<file path="config.mk">
export PLATFORM = sky130hd
export DESIGN_NAME = hazard_unit_flat
export DESIGN_NICKNAME = d
export VERILOG_FILES = /design/src/rtl/hazard_unit_pkg.sv /design/src/rtl/hazard_unit_if.sv /design/src/rtl/hazard_unit_fwd_sel.sv /design/src/rtl/hazard_unit.sv /design/src/flat_wrapper.sv
export SDC_FILE = /design/constraint.sdc
export NUM_CORES = 1
export LEC_CHECK = 0
export CORE_MARGIN = 1.5
export CORE_UTILIZATION = 30
export DETAILED_ROUTE_END_ITERATION = 12
export DONT_BUFFER_PORTS = 1
export PLACE_DENSITY_LB_ADDON = 0.08
export SYNTH_ARGS = -nofsm -noshare
export SYNTH_HDL_FRONTEND = slang
export SYNTH_SLANG_ARGS = --single-unit
export TNS_END_PERCENT = 20
</file>
<file path="constraint.sdc">
create_clock -name clk -period 3.5 [get_ports clk]
set_input_delay 0.7 -clock clk [delete_from_list [all_inputs] [get_ports clk]]
set_output_delay 0.7 -clock clk [all_outputs]
set_load 0.1 [all_outputs]
</file>
<file path="src/rtl/hazard_unit_pkg.sv">
// Shared types and constants for the pipeline hazard controller.
// Contents: forwarding select encodings (FWD_RF/FWD_WB/FWD_MEM) and the
// long-operation FSM state enum (IDLE/BUSY).
package hazard_pkg;

   localparam logic [1:0] FWD_RF  = 2'b00;   // operand from register file
   localparam logic [1:0] FWD_WB  = 2'b01;   // operand from Writeback result
   localparam logic [1:0] FWD_MEM = 2'b10;   // operand from Memory ALU result

   typedef enum logic [0:0] {
      IDLE = 1'b0,
      BUSY = 1'b1
   } hz_state_e;

endpackage

</file>
<file path="src/rtl/hazard_unit_if.sv">
// Bundle of pipeline-status inputs and hazard-control outputs.
// master: pipeline side (drives stage indices/controls, receives selects and
// stall/flush). slave: hazard unit (the reverse directions).
interface hazard_unit_if #(
   parameter int REG_ADDR_W = 5
);
   logic [REG_ADDR_W-1:0] Rs1D, Rs2D;
   logic [REG_ADDR_W-1:0] Rs1E, Rs2E;
   logic [REG_ADDR_W-1:0] RdE, RdM, RdW;
   logic                  RegWriteE, RegWriteM, RegWriteW;
   logic                  LoadE;
   logic                  PCSrcE;
   logic                  LongOpE;
   logic [1:0]            ForwardAE, ForwardBE;
   logic                  StallF, StallD, StallE;
   logic                  FlushD, FlushE, FlushM;
   logic                  ExecBusy;

   modport master (
      output Rs1D, Rs2D, Rs1E, Rs2E, RdE, RdM, RdW,
      output RegWriteE, RegWriteM, RegWriteW, LoadE, PCSrcE, LongOpE,
      input  ForwardAE, ForwardBE, StallF, StallD, StallE,
      input  FlushD, FlushE, FlushM, ExecBusy
   );

   modport slave (
      input  Rs1D, Rs2D, Rs1E, Rs2E, RdE, RdM, RdW,
      input  RegWriteE, RegWriteM, RegWriteW, LoadE, PCSrcE, LongOpE,
      output ForwardAE, ForwardBE, StallF, StallD, StallE,
      output FlushD, FlushE, FlushM, ExecBusy
   );
endinterface

</file>
<file path="src/rtl/hazard_unit_fwd_sel.sv">
// Forwarding select for one Execute-stage source operand.
// Ports: rs_i (Execute source index), rd_m_i/reg_write_m_i (Memory producer),
// rd_w_i/reg_write_w_i (Writeback producer), sel_o (2-bit operand select).
module fwd_sel
   import hazard_pkg::*;
#(
   parameter int REG_ADDR_W = 5
) (
   input  logic [REG_ADDR_W-1:0] rs_i,
   input  logic [REG_ADDR_W-1:0] rd_m_i,
   input  logic [REG_ADDR_W-1:0] rd_w_i,
   input  logic                  reg_write_m_i,
   input  logic                  reg_write_w_i,
   output logic [1:0]            sel_o
);

   logic hit_m;
   logic hit_w;

   // x0 is hardwired zero, so a write to it never produces a value to forward.
   assign hit_m = reg_write_m_i && (rd_m_i != '0) && (rd_m_i == rs_i);
   assign hit_w = reg_write_w_i && (rd_w_i != '0) && (rd_w_i == rs_i);

   // Memory holds the younger result, so it takes priority over Writeback.
   always_comb begin
      sel_o = FWD_RF;
      if (hit_m) begin
         sel_o = FWD_MEM;
      end else if (hit_w) begin
         sel_o = FWD_WB;
      end
   end

endmodule

</file>
<file path="src/rtl/hazard_unit.sv">
// Pipeline hazard controller: forwarding selects, load-use / RAW stalls,
// branch flushes and a busy FSM that holds the front end during MUL/DIV.
// Ports: clk, rst (sync, active-high), hz (hazard_unit_if.slave bundle).
// Build option: FORWARDING_EN enables operand forwarding with a load-use
// stall; without it selects stay at register file and any RAW dependency
// on Execute/Memory stalls Decode until the producer reaches Writeback.
module hazard_unit
   import hazard_pkg::*;
#(
   parameter int LONG_LAT   = 4,   // cycles a long op occupies Execute, 2..16
   parameter int REG_ADDR_W = 5
) (
   input  logic   clk,
   input  logic   rst,
   hazard_unit_if.slave hz
);

   localparam int                CNT_W    = $clog2(LONG_LAT);
   localparam logic [CNT_W-1:0]  CNT_LOAD = CNT_W'(LONG_LAT - 2);

   hz_state_e        state_q, state_d;
   logic [CNT_W-1:0] cnt_q,   cnt_d;

   logic [1:0] sel_a, sel_b;
   logic       data_hazard;
   logic       busy;
   logic       unused_inputs;

`ifdef FORWARDING_EN
   fwd_sel #(.REG_ADDR_W(REG_ADDR_W)) u_fwd_a (
      .rs_i          (hz.Rs1E),
      .rd_m_i        (hz.RdM),
      .rd_w_i        (hz.RdW),
      .reg_write_m_i (hz.RegWriteM),
      .reg_write_w_i (hz.RegWriteW),
      .sel_o         (sel_a)
   );

   fwd_sel #(.REG_ADDR_W(REG_ADDR_W)) u_fwd_b (
      .rs_i          (hz.Rs2E),
      .rd_m_i        (hz.RdM),
      .rd_w_i        (hz.RdW),
      .reg_write_m_i (hz.RegWriteM),
      .reg_write_w_i (hz.RegWriteW),
      .sel_o         (sel_b)
   );

   // A load's data is not available for forwarding until after Memory,
   // so a consumer directly behind it in Decode must wait one cycle.
   assign data_hazard = hz.LoadE && (hz.RdE != '0) &&
                        ((hz.RdE == hz.Rs1D) || (hz.RdE == hz.Rs2D));

   assign unused_inputs = hz.RegWriteE;
`else
   logic raw_e;
   logic raw_m;

   assign sel_a = FWD_RF;
   assign sel_b = FWD_RF;

   // Without forwarding a consumer waits until its producer is in Writeback;
   // the register file writes before reading, so Writeback needs no stall.
   assign raw_e = hz.RegWriteE && (hz.RdE != '0) &&
                  ((hz.RdE == hz.Rs1D) || (hz.RdE == hz.Rs2D));
   assign raw_m = hz.RegWriteM && (hz.RdM != '0) &&
                  ((hz.RdM == hz.Rs1D) || (hz.RdM == hz.Rs2D));
   assign data_hazard = raw_e || raw_m;

   assign unused_inputs = ^{hz.Rs1E, hz.Rs2E, hz.RdW, hz.RegWriteW, hz.LoadE};
`endif

   // ExecBusy covers the capture cycle in IDLE plus every BUSY cycle except
   // the last, where the op is released into Memory.
   assign busy = ((state_q == IDLE) && hz.LongOpE) ||
                 ((state_q == BUSY) && (cnt_q != '0));

   always_ff @(posedge clk) begin
      if (rst) begin
         state_q <= IDLE;
         cnt_q   <= '0;
      end else begin
         state_q <= state_d;
         cnt_q   <= cnt_d;
      end
   end

   always_comb begin
      state_d = state_q;
      cnt_d   = cnt_q;
      unique case (state_q)
         IDLE: begin
            if (hz.LongOpE) begin
               state_d = BUSY;
               cnt_d   = CNT_LOAD;
            end
         end
         BUSY: begin
            if (cnt_q != '0) begin
               cnt_d = cnt_q - 1'b1;
            end else begin
               state_d = IDLE;
            end
         end
         default: begin
            state_d = IDLE;
            cnt_d   = '0;
         end
      endcase
   end

   logic [1:0] fwd_a, fwd_b;
   logic       stall_f, stall_d, stall_e;
   logic       flush_d, flush_e, flush_m;
   logic       exec_busy;

   // Priority: reset, then long-op hold, then branch flush, then data stall.
   // A taken branch kills the stalled consumer anyway, so flush beats stall.
   always_comb begin
      fwd_a     = sel_a;
      fwd_b     = sel_b;
      stall_f   = 1'b0;
      stall_d   = 1'b0;
      stall_e   = 1'b0;
      flush_d   = 1'b0;
      flush_e   = 1'b0;
      flush_m   = 1'b0;
      exec_busy = 1'b0;
      if (rst) begin
         fwd_a   = FWD_RF;
         fwd_b   = FWD_RF;
         flush_d = 1'b1;
         flush_e = 1'b1;
         flush_m = 1'b1;
      end else if (busy) begin
         // Hold F/D/E and feed bubbles into Memory while the op iterates.
         stall_f   = 1'b1;
         stall_d   = 1'b1;
         stall_e   = 1'b1;
         flush_m   = 1'b1;
         exec_busy = 1'b1;
      end else if (hz.PCSrcE) begin
         flush_d = 1'b1;
         flush_e = 1'b1;
      end else if (data_hazard) begin
         stall_f = 1'b1;
         stall_d = 1'b1;
         flush_e = 1'b1;
      end
   end

   assign hz.ForwardAE = fwd_a;
   assign hz.ForwardBE = fwd_b;
   assign hz.StallF    = stall_f;
   assign hz.StallD    = stall_d;
   assign hz.StallE    = stall_e;
   assign hz.FlushD    = flush_d;
   assign hz.FlushE    = flush_e;
   assign hz.FlushM    = flush_m;
   assign hz.ExecBusy  = exec_busy;

endmodule

</file>
<file path="src/flat_wrapper.sv">
// flat-port wrapper written by rule: the top's interface ports become plain ports
module hazard_unit_flat import hazard_pkg::*;
#(
   parameter int LONG_LAT   = 4,                                              
   parameter int REG_ADDR_W = 5
)
  (clk, rst, hz_Rs1D, hz_Rs2D, hz_Rs1E, hz_Rs2E, hz_RdE, hz_RdM, hz_RdW, hz_RegWriteE, hz_RegWriteM, hz_RegWriteW, hz_LoadE, hz_PCSrcE, hz_LongOpE, hz_ForwardAE, hz_ForwardBE, hz_StallF, hz_StallD, hz_StallE, hz_FlushD, hz_FlushE, hz_FlushM, hz_ExecBusy);
  hazard_unit_if #(.REG_ADDR_W(REG_ADDR_W)) hz_i ();
  input  logic clk;
  input  logic rst;
  input wire logic [$bits(hz_i.Rs1D)-1:0] hz_Rs1D;
  input wire logic [$bits(hz_i.Rs2D)-1:0] hz_Rs2D;
  input wire logic [$bits(hz_i.Rs1E)-1:0] hz_Rs1E;
  input wire logic [$bits(hz_i.Rs2E)-1:0] hz_Rs2E;
  input wire logic [$bits(hz_i.RdE)-1:0] hz_RdE;
  input wire logic [$bits(hz_i.RdM)-1:0] hz_RdM;
  input wire logic [$bits(hz_i.RdW)-1:0] hz_RdW;
  input wire logic [$bits(hz_i.RegWriteE)-1:0] hz_RegWriteE;
  input wire logic [$bits(hz_i.RegWriteM)-1:0] hz_RegWriteM;
  input wire logic [$bits(hz_i.RegWriteW)-1:0] hz_RegWriteW;
  input wire logic [$bits(hz_i.LoadE)-1:0] hz_LoadE;
  input wire logic [$bits(hz_i.PCSrcE)-1:0] hz_PCSrcE;
  input wire logic [$bits(hz_i.LongOpE)-1:0] hz_LongOpE;
  output wire logic [$bits(hz_i.ForwardAE)-1:0] hz_ForwardAE;
  output wire logic [$bits(hz_i.ForwardBE)-1:0] hz_ForwardBE;
  output wire logic [$bits(hz_i.StallF)-1:0] hz_StallF;
  output wire logic [$bits(hz_i.StallD)-1:0] hz_StallD;
  output wire logic [$bits(hz_i.StallE)-1:0] hz_StallE;
  output wire logic [$bits(hz_i.FlushD)-1:0] hz_FlushD;
  output wire logic [$bits(hz_i.FlushE)-1:0] hz_FlushE;
  output wire logic [$bits(hz_i.FlushM)-1:0] hz_FlushM;
  output wire logic [$bits(hz_i.ExecBusy)-1:0] hz_ExecBusy;
  assign hz_i.Rs1D = hz_Rs1D;
  assign hz_i.Rs2D = hz_Rs2D;
  assign hz_i.Rs1E = hz_Rs1E;
  assign hz_i.Rs2E = hz_Rs2E;
  assign hz_i.RdE = hz_RdE;
  assign hz_i.RdM = hz_RdM;
  assign hz_i.RdW = hz_RdW;
  assign hz_i.RegWriteE = hz_RegWriteE;
  assign hz_i.RegWriteM = hz_RegWriteM;
  assign hz_i.RegWriteW = hz_RegWriteW;
  assign hz_i.LoadE = hz_LoadE;
  assign hz_i.PCSrcE = hz_PCSrcE;
  assign hz_i.LongOpE = hz_LongOpE;
  assign hz_ForwardAE = hz_i.ForwardAE;
  assign hz_ForwardBE = hz_i.ForwardBE;
  assign hz_StallF = hz_i.StallF;
  assign hz_StallD = hz_i.StallD;
  assign hz_StallE = hz_i.StallE;
  assign hz_FlushD = hz_i.FlushD;
  assign hz_FlushE = hz_i.FlushE;
  assign hz_FlushM = hz_i.FlushM;
  assign hz_ExecBusy = hz_i.ExecBusy;
  hazard_unit #(.LONG_LAT(LONG_LAT), .REG_ADDR_W(REG_ADDR_W)) u_core (.clk(clk), .rst(rst), .hz(hz_i));
endmodule
</file>
Word-level counts from Yosys, hierarchy flattened:

Index checks and enable logic that the tools add are counted.

* register bits: 3
* bits in latches: 0
* memory bits (writable): 0
* ROM bits: 0
* input port bits: 43
* output and inout port bits: 11
* word-level logic and storage cells: 43
* memories: 0

* add/sub/neg operators: 1
* $mul: 0
* div/mod/pow operators: 0
* $lt $le $gt $ge: 0
* equal/unequal tests: 6
* shifts and indexed selects: 0
* mux-type cells: 19
* bitwise operators: 1
* reductions and logical operators: 14

Operators with widths (count)
* equality test 5 bit: 4
* two-way mux 1 bit: 15
* nonzero test 5 bit: 2
* logical AND 1 bit: 6
* logical OR 1 bit: 4
* two-way mux 2 bit: 2
* != test 2 bit (second input constant): 2
* case mux 2 bit (2 select lines): 1
* case mux 1 bit (2 select lines): 1
* AND reduction 2 bit: 1
* nonzero test 2 bit: 1
* subtractor 2 x 1 -> 2 bit (second input constant): 1
* NOT 1 bit: 1

Logic depth before layout (Yosys ltp):

Gate-level depths: netlist of the first run.

* depth after elaboration: 8
* gate-level depth with buffers: 7
* gate-level depth less buffers: 7

Least setup slack after synthesis of the first run:

OpenSTA, ideal clock, no wires.

* kind: in2out
* start: input hz_LongOpE
* end: output hz_StallF
* arrival: 3.565 ns
* required time: 2.800 ns
* slack: -0.765 ns
* cell stages on the path: 4
* path buffers: 1
* path through: mux2i_1 > a21o_1 > a21oi_1 > buf_4

* longest elaborated chain between the ends: 4

RTL lines
* start, declared: RTL line flat_wrapper.sv:23 `input wire logic [$bits(hz_i.LongOpE)-1:0] hz_LongOpE;`
* logical AND 1 bit: RTL line hazard_unit.sv:74 `assign busy = ((state_q == IDLE) && hz.LongOpE) ||`
* logical OR 1 bit: RTL line hazard_unit.sv:74
* two-way mux 1 bit (2 in series)
* end, declared: RTL line flat_wrapper.sv:26 `output wire logic [$bits(hz_i.StallF)-1:0] hz_StallF;`

Every way passes these cells.

Final worst setup path of the first run:

* start: input hz_RdE[3]
* end: output hz_StallD

* longest elaborated chain between the ends: 8
* elaborated cells on any way between the ends: 11
* those cells by class: eq/ne (2); mux (4); reduce/logical (5)

RTL lines
* start, declared: RTL line flat_wrapper.sv:15 `input wire logic [$bits(hz_i.RdE)-1:0] hz_RdE;`
* equality test 5 bit or nonzero test 5 bit (tied branches): RTL line hazard_unit.sv:64, hazard_unit.sv:63
* logical OR 1 bit or logical AND 1 bit (tied branches): RTL line hazard_unit.sv:64, hazard_unit.sv:63
* logical AND 1 bit *: RTL line hazard_unit.sv:63 `assign raw_e = hz.RegWriteE && (hz.RdE != '0) &&`
* logical OR 1 bit *: RTL line hazard_unit.sv:67 `assign data_hazard = raw_e || raw_m;`
* two-way mux 1 bit *: RTL line hazard_unit.sv:144 `end else if (data_hazard) begin`
* two-way mux 1 bit *: RTL line hazard_unit.sv:141 `end else if (hz.PCSrcE) begin`
* two-way mux 1 bit *: RTL line hazard_unit.sv:134 `end else if (busy) begin`
* two-way mux 1 bit *: RTL line hazard_unit.sv:128 `if (rst) begin`
* end, declared: RTL line flat_wrapper.sv:27 `output wire logic [$bits(hz_i.StallD)-1:0] hz_StallD;`

Every way passes the cells marked *; elsewhere a longest branch is shown, timed or not.

==> impl_metrics.json, run 1 <==
{
  "status": "completed",
  "tightest_slew_ps": 544,
  "antenna_found_initial": 0,
  "seq_power_share": 0.173,
  "vdd_drop_max_mv": 0.182,
  "vias_per_cell": 4.68,
  "crit_chain": "xor2_1, nor3_1, a22oi_1, o22a_2, a21oi_4, buf_12",
  "worstPathArrival_ps": 1890,
  "drv_slew": 0,
  "power_leakage_nw": 0.249,
  "io_pins": 54,
  "slowest_delay_ps": 280,
  "yosys_warnings": 0,
  "fin_ws_ps": 906,
  "rows": 14,
  "power_density_mw_per_mm2": 392,
  "final_cell_count_no_fill": 85,
  "ant_nets": 0,
  "ctsLongestPathBuffers": 2,
  "sw_frac_of_total": 0.490,
  "routed_wl_um": 990,
  "switchingPower_w": 0.000110,
  "cp-end-kind": "output port",
  "start_util": 0.316,
  "post_synth_num_cell_types": 18,
  "chipWidth_um": 42.4,
  "r2r_cells": 8,
  "path_clk_slew_ps": 40,
  "fin_nets": 114,
  "groute.usage.overall": 0.121,
  "dpl.hpwl_um": 874,
  "hold_class": "register to register",
  "worstSetupPathType": "input port to output port",
  "vias": 398,
  "drt-wirelength-per-cell_um": 11.6,
  "coreArea_mm2": 0.00147,
  "worst_r2r_endpoint": "u_core.cnt_q[1]",
  "hold_path_end": "u_core.cnt_q[0]",
  "worstReg2RegStart": "u_core.cnt_q[0]",
  "placed_cells": 81,
  "cts_setup_buffers": 0,
  "p_clk_frac": 0.261,
  "fin_skew_ps": 3.55,
  "setup_violations": 0,
  "r2r_slack_ps": 2310,
  "cts_tree": "built",
  "place_area_um2": 544,
  "die_h_um": 42.4,
  "die-area_mm2": 0.00180,
  "worstPathRequired_ps": 2800,
  "cts_inserted_buffers": 3,
  "ys_seq_elements": 3,
  "synth_cells": 62,
  "drtIter0Drc": 4,
  "cts.sinks": 3,
  "fillers": 171,
  "cpMaxStageDelayCell": "o22a_2",
  "gp_congestion": 0.701,
  "critPathMaxFanout": 3,
  "grt_max_degree": 9,
  "grt_pass1_vias": 420,
  "final_cell_mix": "xor2_1 (20), nor2_1 (7), nor3_1 (4), conb_1 (4), buf_4 (4)",
  "maxSlewHeadroom": 0.640,
  "ys_seq_area_frac": 0.129,
  "avgSynthCellArea_um2": 7.51,
  "first_pass_iters": 3,
  "mostFrequentLayoutCell": "xor2_1",
  "combinationalPowerShare": 0.567,
  "post-place-ws_ps": 902,
  "min_period_over_period": 0.741,
  "fmax_ghz": 0.386,
  "total_power_w": 0.000224,
  "internal_power_w": 0.000114,
  "portBuffers": 0,
  "ctsHoldBuffers": 0,
  "hold_path.startpoint": "u_core.cnt_q[0]",
  "grt_pass1_wl_mm": 1.64,
  "diodes": 0,
  "hold_violations": 0,
  "hold_depth": 2,
  "drc": 0,
  "fin_area_um2": 571,
  "insertion_delay_ps": 230,
  "grt_overflow": 0,
  "cts_resized": 0,
  "drive_above_1_share": 0.188,
  "critPathLaunchType": "input port",
  "root_buffer": "clkbuf_4",
  "min_period_ps": 2590,
  "synthToLayoutAreaGrowth_pct": 22.6,
  "rsz0062_at_grt": "no",
  "syn_area_um2": 465,
  "cap_violations": 0,
  "cts_max_level": 1
}
kinds of logic after synthesis:
logic type / count (synthesis) / share of synthesized area
simple gates: 16 / 0.167
mux: 1 / 0.0215
flops: 3 / 0.129
compound gates: 11 / 0.151
other cells: 1 / 0.00806
buf+inv: 9 / 0.121
xor+xnor: 20 / 0.376
fa+ha+maj: 1 / 0.0269
metrics by stage:
stage / TNS, ps / hold slack, ps / utilization
floorplan: -97.6 / 452 / -
global placement: 0 / 463 / 0.370
detailed placement: 0 / 472 / 0.370
CTS: 0 / 479 / 0.388
global route: 0 / 523 / 0.388
finish: 0 / 474 / 0.388
critical path: cells and delay by family:
| kind | cells | cell delay, ps |
|---|---|---|
| AOI/OAI and AO/OA | 3 | 570 |
| buffers and inverters | 1 | 260 |
| and+or+nand+nor | 1 | 220 |
| xor gates and xnor gates | 1 | 140 |
flip-flops by register name (all words and copies together) (netlist names):
name,cells
u_core.cnt_q,2
u_core.state_q,1
cells in the mapped netlist (all sizes together):
cell type   n  area share
xor2       20        0.38
nor2        8       0.065
buf         6       0.097
a21oi       4       0.043
nor3        4       0.043
dfxtp       3        0.13
inv         3       0.024
a22oi       2       0.032
o21ai       2       0.022
or4         2       0.032
a21o        1       0.016
and3        1       0.013
conb        1      0.0081
ha          1       0.027
mux2i       1       0.022
nand2b      1       0.013
o21bai      1       0.016
o22a        1       0.022
per-layer routing:
layer,track usage,wire length [µm],share of wire,vias up
li1,-,-,-,210
met5,0,0,0,-
met2,0.203,508,0.51,16
met1,0.136,416,0.42,172
met3,0.0560,66,0.067,0
met4,0.0375,0,0,0
cell type report:
cell class	instances	area (µm²)	area share
clock buffers	4	26.3	0.0461
inverters	3	11.3	0.0197
multi-input cells	53	383	0.671
flip-flops and latches	3	60.1	0.105
well taps	16	20.0	0.0351
repair buffers	6	70.1	0.123
power groups by stage:
stage / clock, W / sequential, W / combinational (W)
after global routing: 0.0000673 / 0.0000389 / 0.000134
after CTS: 0.0000601 / 0.0000386 / 0.000127
final: 0.0000583 / 0.0000386 / 0.000127
after global placement: 0 / 0.0000391 / 0.000128
after floorplan: 0 / 0.0000388 / 0.000110
after detailed placement: 0 / 0.0000391 / 0.000127
worst max-delay path by stage:
stage / start / end / cells after the start
after floorplan: hz_LongOpE / hz_StallF / 4
after global placement: hz_RdE[3] / hz_StallD / 6
after detailed placement: hz_RdE[0] / hz_StallF / 6
after CTS: hz_RdE[3] / hz_StallF / 6
after global routing: hz_RdE[3] / hz_StallD / 6
final: hz_RdE[3] / hz_StallD / 6
Power figures use the tool's default switching activity.
==> run 2: changes to the inputs <==
Settings changed: ABC_AREA set to 1.
Clock period 3.5 ns to 2.36 ns, I/O delays scaled along.
==> impl_metrics.json, run 2 <==
{
  "status": "completed",
  "worstSetupPathType": "register to output port",
  "io_pins": 54,
  "cts_max_level": 1,
  "critPathLaunchType": "register",
  "fin_nets": 174,
  "post_synth_num_cell_types": 17,
  "critPathMaxFanout": 4,
  "cts_setup_buffers": 0,
  "diodes": 0,
  "ctsLongestPathBuffers": 2,
  "power_density_mw_per_mm2": 503,
  "switchingPower_w": 0.000187,
  "reg_top3": "u_core.cnt_q (2), u_core.state_q (1)",
  "cts_resized": 0,
  "fmax_ghz": 0.465,
  "cts_inserted_buffers": 3,
  "dpl.hpwl_mm": 1.21,
  "avgSynthCellArea_um2": 4.81,
  "groute.usage.overall": 0.125,
  "cts_tree": "built",
  "hold_class": "input port to register",
  "grt_max_degree": 6,
  "drive_above_1_share": 0.178,
  "synth_area_leaders": "nand2_1 (34%), inv_1 (12%), dfxtp_1 (9.9%)",
  "use_met1": 0.175,
  "placed_cells": 152,
  "cp-end-kind": "output port",
  "path_clk_slew_ps": 30,
  "min_period_over_period": 0.911,
  "seq_power_share": 0.166,
  "worstPathRequired_ps": 1890,
  "rsz0062_at_grt": "no",
  "vdd_drop_max_mv": 0.276,
  "r2r_slack_ps": 860,
  "largest_register_ffs": 2,
  "max_flop_register": "u_core.cnt_q",
  "first_pass_iters": 4,
  "hold_path.startpoint": "rst",
  "drt-wirelength-per-cell_um": 8.55,
  "synth_cells": 126,
  "ys_seq_elements": 3,
  "busiest_layer": "met2",
  "drv_slew": 0,
  "start_util": 0.315,
  "tightest_slew_ps": 546,
  "synth_top_area_frac": 0.341,
  "grt_pass1_wl_mm": 2.07,
  "netlist_top_cells_count": "nand2_1 (55), inv_1 (20), nor2_1 (15), inv_2 (7), buf_4 (6)",
  "mostFrequentLayoutCell": "nand2_1",
  "worstPathArrival_ps": 1680,
  "chipWidth_um": 47.9,
  "setup_violations": 0,
  "ys_seq_area_frac": 0.0992,
  "final_util": 0.361,
  "internal_power_w": 0.000162,
  "hold_violations": 0,
  "holdWs_ps": 316,
  "post-place-ws_ps": 431,
  "r2r_cells": 7,
  "worst_r2r_endpoint": "u_core.cnt_q[1]",
  "vias_per_cell": 4.23,
  "grtUsageMet2": 0.203,
  "synth.most_common_cell": "nand2_1",
  "coreArea_mm2": 0.00192,
  "drtIter0Drc": 11,
  "vias": 660,
  "gp_congestion": 0.767,
  "cap_violations": 0,
  "grt_pass1_vias": 569,
  "synth_edf_count": 0,
  "die_h_um": 47.9,
  "routed_wl_mm": 1.33,
  "combinationalPowerShare": 0.586,
  "min_period_ps": 2150,
  "root_buffer": "clkbuf_4",
  "syn_area_um2": 606,
  "synthArstFlopShare": 0,
  "antenna_found_initial": 0,
  "fin_skew_ps": 1.43,
  "hold_path_end": "u_core.cnt_q[0]",
  "sw_frac_of_total": 0.535,
  "worstReg2RegStart": "u_core.cnt_q[0]",
  "synthToLayoutAreaGrowth_pct": 14.7,
  "final_cell_count_no_fill": 156,
  "p_clk_frac": 0.248,
  "fin_ws_ps": 210,
  "ant_nets": 0,
  "maxSlewHeadroom": 0.639,
  "synth_top_cell_by_area": "nand2_1",
  "ctsHoldBuffers": 0,
  "cts.sinks": 3,
  "synthFlopType": "dfxtp_1",
  "hold_depth": 1,
  "final_cell_mix": "nand2_1 (53), inv_1 (17), nor2_1 (14), inv_2 (10), nand3_1 (5)",
  "grt_overflow": 0,
  "grt.met3_usage": 0.0151,
  "insertion_delay_ps": 230,
  "portBuffers": 0,
  "tns_ps": 0,
  "die-area_mm2": 0.00230,
  "rows": 16,
  "power_leakage_nw": 0.424,
  "yosys_warnings": 0,
  "drc": 0
}
## run 2: cell count changes after synthesis, sizes merged, moves of 4 or more
cell / change
nand2: +55
inv: +24
xor2: -19
nor2: +8
nand3: +5
a21oi: -4
nor3: -4
xnor2: +4
## run 2: cells by family (layout without fill, tap and decap cells)
logic type,Yosys count,count (layout),synth area share
simple gates,78,78,0.514
compound gates,5,5,0.0455
buf+inv,33,33,0.242
other cells,1,4,0.00619
flops,3,3,0.0992
fa+ha+maj,1,1,0.0207
xor+xnor,5,5,0.0723
## run 2: per-stage QoR
step	total power, W	cell area (µm²)
2_1_floorplan	0.000259	672
3_3_place_gp	0.000264	668
5_1_grt	0.000382	694
6_report	0.000349	694
4_1_cts	0.000358	694
3_5_place_dp	0.000265	668
## run 2: how the worst max path moves through the flow
stage | to | cells past startpoint | start | slack (ps)
2_1_floorplan | hz_FlushE | 10 | u_core.cnt_q[1] | -20
3_3_place_gp | hz_StallF | 10 | hz_RdE[1] | 420
3_5_place_dp | hz_StallF | 10 | hz_Rs2D[1] | 430
4_1_cts | hz_ExecBusy | 8 | u_core.cnt_q[1] | 190
5_1_grt | hz_StallE | 8 | u_core.cnt_q[1] | 50
6_report | hz_ExecBusy | 8 | u_core.cnt_q[1] | 210
## run 2: area by class of cell
class,instances,area (µm²)
clock buffers,4,26.3
fillers,240,1230
inverters,27,101
multi-input cells,93,457
flip-flops and latches,3,61.3
well taps,27,33.8
repair buffers,2,15.0
## run 2: layer usage
layer	vias up	share of wire	wire (µm)
met5	-	0	0
met4	0	0	0
met3	0	0.082	109
met2	23	0.47	631
met1	273	0.44	593
li1	364	-	-
## run 2: power by group through the flow
stage	clock network [W]	registers, W	logic (W)
after floorplan	0	0.0000584	0.000201
after global placement	0	0.0000586	0.000205
after detailed placement	0	0.0000587	0.000206
after CTS	0.0000932	0.0000579	0.000207
after global routing	0.0000995	0.0000584	0.000224
final	0.0000866	0.0000580	0.000205
## run 2: worst max-delay path, cell delays in order (launching register included)
cell,delay [ps]
dfxtp_1,300
inv_1,50
ha_2,170
inv_1,40
nand2_1,70
o21ai_2,80
inv_2,80
nor2_4,170
buf_4,500
==> run 3: changes to the inputs <==
Settings changed: ABC_AREA 1 to not set.
==> impl_metrics.json, run 3 (synthesis gave the netlist of run 1 again) <==
{
  "fin_nets": 114,
  "fmax_ghz": 0.465,
  "largest_register_ffs": 2,
  "switchingPower_w": 0.000163,
  "path_clk_slew_ps": 40,
  "path_delay_family": "compound AO/OA/AOI/OAI gates",
  "status": "completed",
  "ctsHoldBuffers": 0,
  "cpMaxStageDelayCell": "o22a_2",
  "cap_violations": 0,
  "grt_overflow": 0,
  "grt_pass1_vias": 409,
  "final_cell_mix": "xor2_1 (20), nor2_1 (7), nor3_1 (4), conb_1 (4)",
  "rows": 14,
  "min_period_ps": 2150,
  "io_pins": 54,
  "power_leakage_nw": 0.254,
  "dpl.hpwl_um": 889,
  "groute.usage.overall": 0.117,
  "crit_chain": "xor2_1, nor3_1, a22oi_1, o22a_2, a21oi_4, buf_12",
  "critPathLaunchType": "input port",
  "post-place-ws_ps": 207,
  "chipWidth_um": 42.4,
  "root_buffer": "clkbuf_4",
  "ant_nets": 0,
  "die_h_um": 42.4,
  "mostFrequentLayoutCell": "xor2_1",
  "worstPathArrival_ps": 1680,
  "vias": 402,
  "fin_skew_ps": 3.72,
  "start_util": 0.316,
  "coreArea_mm2": 0.00147,
  "power_density_mw_per_mm2": 566,
  "vias_per_cell": 4.73,
  "gp_congestion": 0.742,
  "worstSetupPathType": "input port to output port",
  "rsz0062_at_grt": "no",
  "min_period_over_period": 0.911,
  "setup_violations": 0,
  "max_flop_register": "u_core.cnt_q",
  "cts_max_level": 1,
  "grt_max_degree": 8,
  "routed_wl_um": 976,
  "slowest_delay_ps": 290,
  "drt-wirelength-per-cell_um": 11.5,
  "fin_ws_ps": 211,
  "drc": 0,
  "drv_slew": 0,
  "antenna_found_initial": 0,
  "drive_above_1_share": 0.203,
  "hold_class": "input port to register",
  "cts_setup_buffers": 0,
  "ctsLongestPathBuffers": 2,
  "die-area_mm2": 0.00180,
  "cp-end-kind": "output port",
  "insertion_delay_ps": 220,
  "grt_pass1_wl_mm": 1.62,
  "p_clk_frac": 0.251,
  "hold_violations": 0,
  "diodes": 0,
  "worstPathRequired_ps": 1890,
  "fillers": 160,
  "cts_inserted_buffers": 3,
  "sw_frac_of_total": 0.482,
  "first_pass_iters": 2,
  "fin_area_um2": 598,
  "critPathMaxFanout": 3,
  "seq_power_share": 0.169,
  "synthToLayoutAreaGrowth_pct": 28.5,
  "place_area_um2": 572,
  "cts_resized": 0,
  "tns_ps": 0,
  "crit_buf_inv": 1,
  "drtIter0Drc": 5,
  "cts.sinks": 3,
  "reg_top3": "u_core.cnt_q (2), u_core.state_q (1)",
  "combinationalPowerShare": 0.580,
  "vdd_drop_max_mv": 0.256,
  "cts_tree": "built",
  "internal_power_w": 0.000175,
  "portBuffers": 0
}
-- run 3: worst reg2reg max path, stage by stage (launching register included) --
cell and delay [ps]:
dfxtp_1 300, inv_1 70, ha_1 140, inv_1 40
mux2i_1 230, buf_4 220, a21oi_1 50, a21oi_1 110
nor2_1 50
-- run 3: power by group through the flow --
| stage | logic [W] | clock network [W] | registers [W] |
|---|---|---|---|
| floorplan | 0.000173 | 0 | 0.0000576 |
| global placement | 0.000199 | 0 | 0.0000580 |
| detailed placement | 0.000197 | 0 | 0.0000580 |
| CTS | 0.000198 | 0.0000871 | 0.0000573 |
| global route | 0.000209 | 0.0000943 | 0.0000578 |
| finish | 0.000196 | 0.0000849 | 0.0000572 |
-- run 3: final timing paths --
path	start	endpoint	cells past startpoint	slack, ps
hold / removal	rst	u_core.state_q	1	310
hold reg to reg	u_core.cnt_q[1]	u_core.cnt_q[1]	2	480
setup / recovery	hz_RdE[3]	hz_StallF	6	210
setup reg to reg	u_core.cnt_q[0]	u_core.cnt_q[1]	8	1030
-- run 3: per-stage QoR --
step | hold slack (ps) | util | power, W | std cells
floorplan | 452 | - | 0.000230 | 65
global placement | 466 | 0.389 | 0.000257 | 81
detailed placement | 478 | 0.389 | 0.000255 | 81
CTS | 312 | 0.406 | 0.000342 | 85
global route | 301 | 0.406 | 0.000361 | 85
finish | 314 | 0.406 | 0.000338 | 85
-- run 3: metal layers --
layer / track usage / routed length [µm] / up-vias
met5: 0 / 0 / -
met4: 0.0375 / 0 / 0
met3: 0.0733 / 160 / 0
met2: 0.188 / 454 / 27
met1: 0.126 / 361 / 164
li1: - / - / 211
-- run 3: layout make-up --
cell class              instances  area, µm²  share of cell area
inverters                       3       11.3              0.0188
well taps                      16       20.0              0.0335
clock buffers                   4       26.3              0.0439
multi-input cells              53        398               0.665
flip-flops and latches          3       60.1               0.100
repair buffers                  6       82.6               0.138
